===== src/rtl/calc_sched.sv =====
// -----------------------------------------------------------------------------
// calc_sched
//   Two-requester scheduler in front of a shared, single-cycle integer
//   calculator (int_calc). One request is in flight at a time. Requests are
//   arbitrated round-robin, latched on acceptance, and executed on the calculator.
//   The result is then held on the response channel until it is accepted.
//
//   Ops: 000 add, 001 sub, 010 mul, 011 div, 100 mod (unsigned, modulo 2^W).
//        div/mod by zero -> error, data all-ones, no calculator cycle.
//        110/111 -> error, data 0.
//        101 -> power when CALC_SCHED_POW_EN is defined, otherwise error.
//
//   Configuration macro: CALC_SCHED_POW_EN
//        Defined  : op 101 computes opa^k with k = opb[EXPW-1:0]. It uses k
//                   calculator mul cycles, and k == 0 answers 1 at once.
//        Undefined: op 101 is an error, and no accumulator/counter is built.
//
// Ports
//   clk, rst_n               clock, asynchronous active-low reset
//   reqN_valid/ready         request handshake, N = 0,1
//   reqN_op/opa/opb          request operation and operands
//   resp_valid/ready         response handshake
//   resp_id                  requester that was served
//   resp_data/resp_err       result and error flag
//   calc_op/opa/opb          drive to the shared calculator (0 outside EXEC)
//   calc_out                 calculator result, settles within the cycle
// -----------------------------------------------------------------------------
module calc_sched #(
    parameter int W    = 64,
    parameter int EXPW = 8
) (
    input  logic         clk,
    input  logic         rst_n,
    input  logic         req0_valid,
    output logic         req0_ready,
    input  logic [2:0]   req0_op,
    input  logic [W-1:0] req0_opa,
    input  logic [W-1:0] req0_opb,
    input  logic         req1_valid,
    output logic         req1_ready,
    input  logic [2:0]   req1_op,
    input  logic [W-1:0] req1_opa,
    input  logic [W-1:0] req1_opb,
    output logic         resp_valid,
    input  logic         resp_ready,
    output logic         resp_id,
    output logic [W-1:0] resp_data,
    output logic         resp_err,
    output logic [2:0]   calc_op,
    output logic [W-1:0] calc_opa,
    output logic [W-1:0] calc_opb,
    input  logic [W-1:0] calc_out
);

    typedef enum logic [1:0] {IDLE, EXEC, RESP} state_t;

    // The exponent field must fit inside the operand.
    if (EXPW < 1 || EXPW > W) begin : g_expw_check
        $error("calc_sched: EXPW must be in 1..W");
    end

    state_t         state_reg;
    logic           run_reg;    // set on the first edge after reset release
    logic           last_reg;   // requester served last (1 -> req0 wins next tie)
    logic           resp_valid_reg;
    logic           resp_id_reg;
    logic [W-1:0]   resp_data_reg;
    logic           resp_err_reg;
    logic [2:0]     calc_op_reg;
    logic [W-1:0]   calc_opa_reg;
    logic [W-1:0]   calc_opb_reg;
`ifdef CALC_SCHED_POW_EN
    logic            pow_reg;   // current EXEC sequence is a power op
    logic [EXPW-1:0] cnt_reg;   // remaining mul cycles after the current one
    logic [EXPW-1:0] sel_k;
`endif

    logic           grant0;
    logic           grant1;
    logic           accept;
    logic           sel_id;
    logic [2:0]     sel_op;
    logic [W-1:0]   sel_opa;
    logic [W-1:0]   sel_opb;
    logic           exec_done;

    // Round-robin grant. The grant only matters in IDLE. Before the first
    // edge after reset, no ready is shown.
    always_comb begin
        grant0     = req0_valid && (!req1_valid || last_reg);
        grant1     = req1_valid && (!req0_valid || !last_reg);
        req0_ready = run_reg && (state_reg == IDLE) && grant0;
        req1_ready = run_reg && (state_reg == IDLE) && grant1;
        accept     = req0_ready || req1_ready;
        sel_id     = req1_ready;
        sel_op     = sel_id ? req1_op  : req0_op;
        sel_opa    = sel_id ? req1_opa : req0_opa;
        sel_opb    = sel_id ? req1_opb : req0_opb;
`ifdef CALC_SCHED_POW_EN
        sel_k      = sel_opb[EXPW-1:0];
        exec_done  = !pow_reg || (cnt_reg == '0);
`else
        exec_done  = 1'b1;
`endif
    end

    always_ff @(posedge clk or negedge rst_n) begin
        if (!rst_n) begin
            state_reg      <= IDLE;
            run_reg        <= 1'b0;
            last_reg       <= 1'b1;
            resp_valid_reg <= 1'b0;
            resp_id_reg    <= 1'b0;
            resp_data_reg  <= '0;
            resp_err_reg   <= 1'b0;
            calc_op_reg    <= '0;
            calc_opa_reg   <= '0;
            calc_opb_reg   <= '0;
`ifdef CALC_SCHED_POW_EN
            pow_reg        <= 1'b0;
            cnt_reg        <= '0;
`endif
        end else begin
            run_reg <= 1'b1;
            case (state_reg)
                IDLE: begin
                    if (accept) begin
                        last_reg    <= sel_id;
                        resp_id_reg <= sel_id;
                        case (sel_op)
                            3'd0, 3'd1, 3'd2: begin
                                calc_op_reg  <= sel_op;
                                calc_opa_reg <= sel_opa;
                                calc_opb_reg <= sel_opb;
                                state_reg    <= EXEC;
                            end
                            3'd3, 3'd4: begin
                                if (sel_opb == '0) begin
                                    // Divide by zero is answered without using the calculator.
                                    resp_data_reg  <= '1;
                                    resp_err_reg   <= 1'b1;
                                    resp_valid_reg <= 1'b1;
                                    state_reg      <= RESP;
                                end else begin
                                    calc_op_reg  <= sel_op;
                                    calc_opa_reg <= sel_opa;
                                    calc_opb_reg <= sel_opb;
                                    state_reg    <= EXEC;
                                end
                            end
`ifdef CALC_SCHED_POW_EN
                            3'd5: begin
                                if (sel_k == '0) begin
                                    resp_data_reg  <= {{(W-1){1'b0}}, 1'b1};
                                    resp_err_reg   <= 1'b0;
                                    resp_valid_reg <= 1'b1;
                                    state_reg      <= RESP;
                                end else begin
                                    // calc_opa_reg is the running product. It starts at 1.
                                    pow_reg      <= 1'b1;
                                    cnt_reg      <= sel_k - 1'b1;
                                    calc_op_reg  <= 3'd2;
                                    calc_opa_reg <= {{(W-1){1'b0}}, 1'b1};
                                    calc_opb_reg <= sel_opa;
                                    state_reg    <= EXEC;
                                end
                            end
`endif
                            default: begin
                                resp_data_reg  <= '0;
                                resp_err_reg   <= 1'b1;
                                resp_valid_reg <= 1'b1;
                                state_reg      <= RESP;
                            end
                        endcase
                    end
                end
                EXEC: begin
                    if (exec_done) begin
                        resp_data_reg  <= calc_out;
                        resp_err_reg   <= 1'b0;
                        resp_valid_reg <= 1'b1;
                        calc_op_reg    <= '0;
                        calc_opa_reg   <= '0;
                        calc_opb_reg   <= '0;
                        state_reg      <= RESP;
`ifdef CALC_SCHED_POW_EN
                        pow_reg        <= 1'b0;
`endif
                    end
`ifdef CALC_SCHED_POW_EN
                    else begin
                        calc_opa_reg <= calc_out;
                        cnt_reg      <= cnt_reg - 1'b1;
                    end
`endif
                end
                RESP: begin
                    if (resp_ready) begin
                        resp_valid_reg <= 1'b0;
                        resp_id_reg    <= 1'b0;
                        resp_data_reg  <= '0;
                        resp_err_reg   <= 1'b0;
                        state_reg      <= IDLE;
                    end
                end
                default: state_reg <= IDLE;
            endcase
        end
    end

    assign resp_valid = resp_valid_reg;
    assign resp_id    = resp_id_reg;
    assign resp_data  = resp_data_reg;
    assign resp_err   = resp_err_reg;
    assign calc_op    = calc_op_reg;
    assign calc_opa   = calc_opa_reg;
    assign calc_opb   = calc_opb_reg;

endmodule


===== config.mk =====
export PLATFORM = sky130hd
export DESIGN_NAME = calc_sched
export DESIGN_NICKNAME = d
export VERILOG_FILES = /design/src/rtl/calc_sched.sv
export SDC_FILE = /design/constraint.sdc
export NUM_CORES = 1
export LEC_CHECK = 0
export ABC_CLOCK_PERIOD_IN_PS = 2910
export BUFFER_PORTS_ARGS = -buffer_cell sky130_fd_sc_hd__buf_2
export CORE_AREA = 5 5 204 206
export DETAILED_ROUTE_END_ITERATION = 6
export DIE_AREA = 0 0 209 211
export PLACE_DENSITY = 0.54
export SYNTH_ARGS = -nofsm -noshare
export SYNTH_HDL_FRONTEND = slang
export SYNTH_SLANG_ARGS = --single-unit

===== constraint.sdc =====
create_clock -name clk -period 2.91 [get_ports clk]
set_clock_uncertainty 0.1 [all_clocks]
set_input_delay 0.4365 -clock clk [delete_from_list [all_inputs] [get_ports clk]]
set_output_delay 0.4365 -clock clk [all_outputs]
set_load 0.1 [all_outputs]

==> metrics.md <==
| Metric | Value |
|---|---|
| Status | `complete, no violations` |
| Slew Limit Fails | `0` |
| Final Util | `a little under two fifths` |
| Critical R2R Capture | `calc_opa[45]` |
| Min Tclk post-route | `between 2000 and 3000 ps` |
| R2R setup slack | `between 150 and 200 ps` |
| Max Cap Viol | `0` |
| RSZ-0062 raised after global routing | `false` |
| Final worst-path cycle share | `around 94%` |
| H-tree Lvls | `1` |
| Storage cell area | `roughly 0.0051 sq mm` |
| First-pass GRT wire length | `around 64,000 microns` |
| CP Cell Sequence | `inv_1, ha_1, nand3_2, o211ai_1, o22ai_1, a21oi_1, a21o_4, buf_4, buf_12, nor2_1, a311oi_2` |
| Worst-path maximum fanout | `45` |
| Total CTS buffers | `25` |
| Multi-input gate area in the final layout | `~0.0048 sq mm` |
| Syn_nets | `about 1.4k` |
| Clock latency on the worst-skew pair | `between 500 and 600 ps` |
| Clock-pin transition on the worst setup and hold timing paths | `around 60 ps` |
| WHS | `65.68 ps` |
| R2R depth | `11` |
| Post-synth EDFFs | `0` |
| Critical path class | `reg2reg` |
| Synth unique cells | `35` |
| HP Class | `in2reg` |
| Iter 0 DRT Violations | `around 580` |
| Residual DRC | `0` |
| Most frequent cell after synthesis | `nand2_1` |
| Initial Util | `a little over a quarter` |
| Hold Path Stages | `3` |
| Die width | `about 210 microns` |
| Routed WL | `around 43,000 microns` |
| Area grow syn2layout | `41.75%` |
| Hold EP | `calc_opa[63]` |
| # rows | `between 70 and 80` |
| Largest net degree at the start of global routing | `approximately 110` |
| Via count | `~10k` |
| Nets | `between 1.5k and 2k` |
| DIE AREA | `around 0.044 sq mm` |
| Yosys reg bits | `202` |
| Gp weighted congestion | `~0.94` |
| Setup crit end kind | `register` |
| Max Freq | `365.9 MHz` |
| Synth top cells by count | `nand2_1, dfrtp_1, nor2_1` |
| Vias per cell | `~4.8` |
| GRT Total Usage | `around 18%` |
| Vias in the first global route | `10.94k` |
| Synth Cell Area | `0.01053 sq mm` |
| Post-route ant nets | `0` |
| Slowest stage delay, CP | `around 400 ps` |
| Critical Path Slowest Stage Cell | `dfrtp_1` |
| Clock Tree Buf Depth | `3` |
| Cell accounting for the most synthesized area | `dfrtp_1` |
| Core area | `roughly 0.039 sq mm` |
| HPWL Detailed | `roughly 33,000 microns` |
| Buffers on Ports | `530` |
| Fillers | `between 4k and 5k` |
| Overflow after GRT | `0` |
| Clk Tree Root Cell | `clkbuf_16` |
| Final Hold Vio Count | `0` |
| Async S/R FF share, synth | `100.0%` |
| Crit path arrival time | `a little over 3000 ps` |
| Worst-Margin Slew | `between 900 and 1000 ps` |
| Num Clock Sinks | `around 200` |
| Setup violators final | `0` |
| Fin Setup TNS | `0 ps` |
| Crit start category | `register` |
| Slew Limit Headroom | `between 30% and 40%` |
| Syn avg cell area | `about 9.5 sq um` |
| Yosys top cell area share | `47.77%` |
| Share of cells above drive strength 1 | `between 40 and 50%` |
| Leading post-synthesis cells by cell area | `dfrtp_1, a311oi_2, nand2_1, mux2i_1, nor2_1` |
| Worst EP required | `3250 ps` |
| Crit Reg-Reg Startpoint | `state_reg[0]` |
| Initial DRT Pass Iterations | `5` |
| Routed len/inst | `slightly below 20 microns` |
| Top-Level Pins | `~530` |
| TritonCTS clock tree | `yes` |
| Hold Crit Start | `req0_opa[63]` |
| Synth Flop Type | `dfrtp_1` |
| Antenna violations before repair | `5` |
| Post-synthesis sequential area ratio | `48.02%` |
| Die Ht | `between 200 and 250 microns` |
| Synth warn | `0` |
| Synth Instances | `approximately 1.1k` |
-- through the flow --
step | area [sq um] | std cells | setup WS [ps]
finish | 14920 | 2186 | 177.3
CTS | 14830 | 2180 | 26.75
detailed placement | 14000 | 2129 | -234.0
global placement | 14000 | 2129 | -201.8
global route | 14920 | 2185 | 16.01
floorplan | 10540 | 1114 | 97.22
-- worst max path at each step --
stage / start / end / slack [ps] / depth (start not counted)
after floorplan: state_reg[0] / calc_op[0] / 100 / 9
final: state_reg[0] / calc_opa[45] / 180 / 11
after detailed placement: req1_opb[51] / calc_opb[37] / -230 / 10
after global placement: req0_opb[52] / calc_op[2] / -200 / 10
after CTS: state_reg[0] / req1_ready / 30 / 7
after global routing: state_reg[0] / resp_data[44] / 20 / 13
-- area by class of cell --
class                           instances  area share, %
Multi-Input combinational cell        746          32.07
Tap cell                              525          4.401
Clock inverter                         11         0.4359
Clock buffer                           35          4.779
Inverter                               73          1.853
Timing Repair Buffer                  592          22.55
Sequential cell                       202          33.88
Antenna cell                            2        0.03353
-- cells in the final DEF, fill, tap and decap left out, types with 2 or more instances in the layout --
master / n
o21ai_0: 4
mux2i_1: 64
clkbuf_8: 6
dfrtp_1: 201
nand3_1: 4
clkinv_2: 8
o211ai_1: 2
buf_2: 528
nor4_1: 32
clkbuf_16: 27
clkbuf_1: 5
a21oi_1: 67
buf_12: 14
a311oi_2: 90
a311oi_1: 41
nand2_1: 270
ha_1: 4
nor2_1: 141
inv_1: 72
a211oi_1: 2
nand4_1: 5
o22ai_1: 2
buf_4: 44
diode_2: 2
-- layer usage --
metal	track usage [%]	vias to the layer above	wire length, microns
met5	0	-	13
met4	4.883	2	1032
met3	4.367	70	3163
met2	30.99	422	21140
met1	23.49	5038	17840
li1	-	4915	-
-- worst max-delay path, delay by kind of cell, from the launching register on --
| kind | cells | cell delay [ps] |
|---|---|---|
| fa+ha+maj | 1 | 200 |
| compound gates | 5 | 1050 |
| simple gates | 2 | 220 |
| flops | 1 | 400 |
| buf+inv | 3 | 660 |
-- logic make-up (layout without fill, tap and decap cells) --
family	after synthesis	after routing	synth area share (%)
adders and majority gates	4	4	0.4754
other	1	3	0.03562
DFF	202	202	48.02
muxes	66	66	6.286
AOI/OAI and AO/OA	216	216	20.53
and+or+nand+nor	459	459	17.50
buffers and inverters	166	711	7.142
-- repair_timing --
action / in CTS / in global routing
endpoints found under the setup margin: 1 / 73
setup buffers: 4 / 2
hold endpoints to repair: 62 / 0
gates resized for setup: 0 / 5
hold buffers: 1 / 0
pin swaps: 1 / 3
gates cloned: 0 / 2
Power is not shown: default switching activity piles up to over one toggle a cycle in this logic, so the estimate is an artifact.
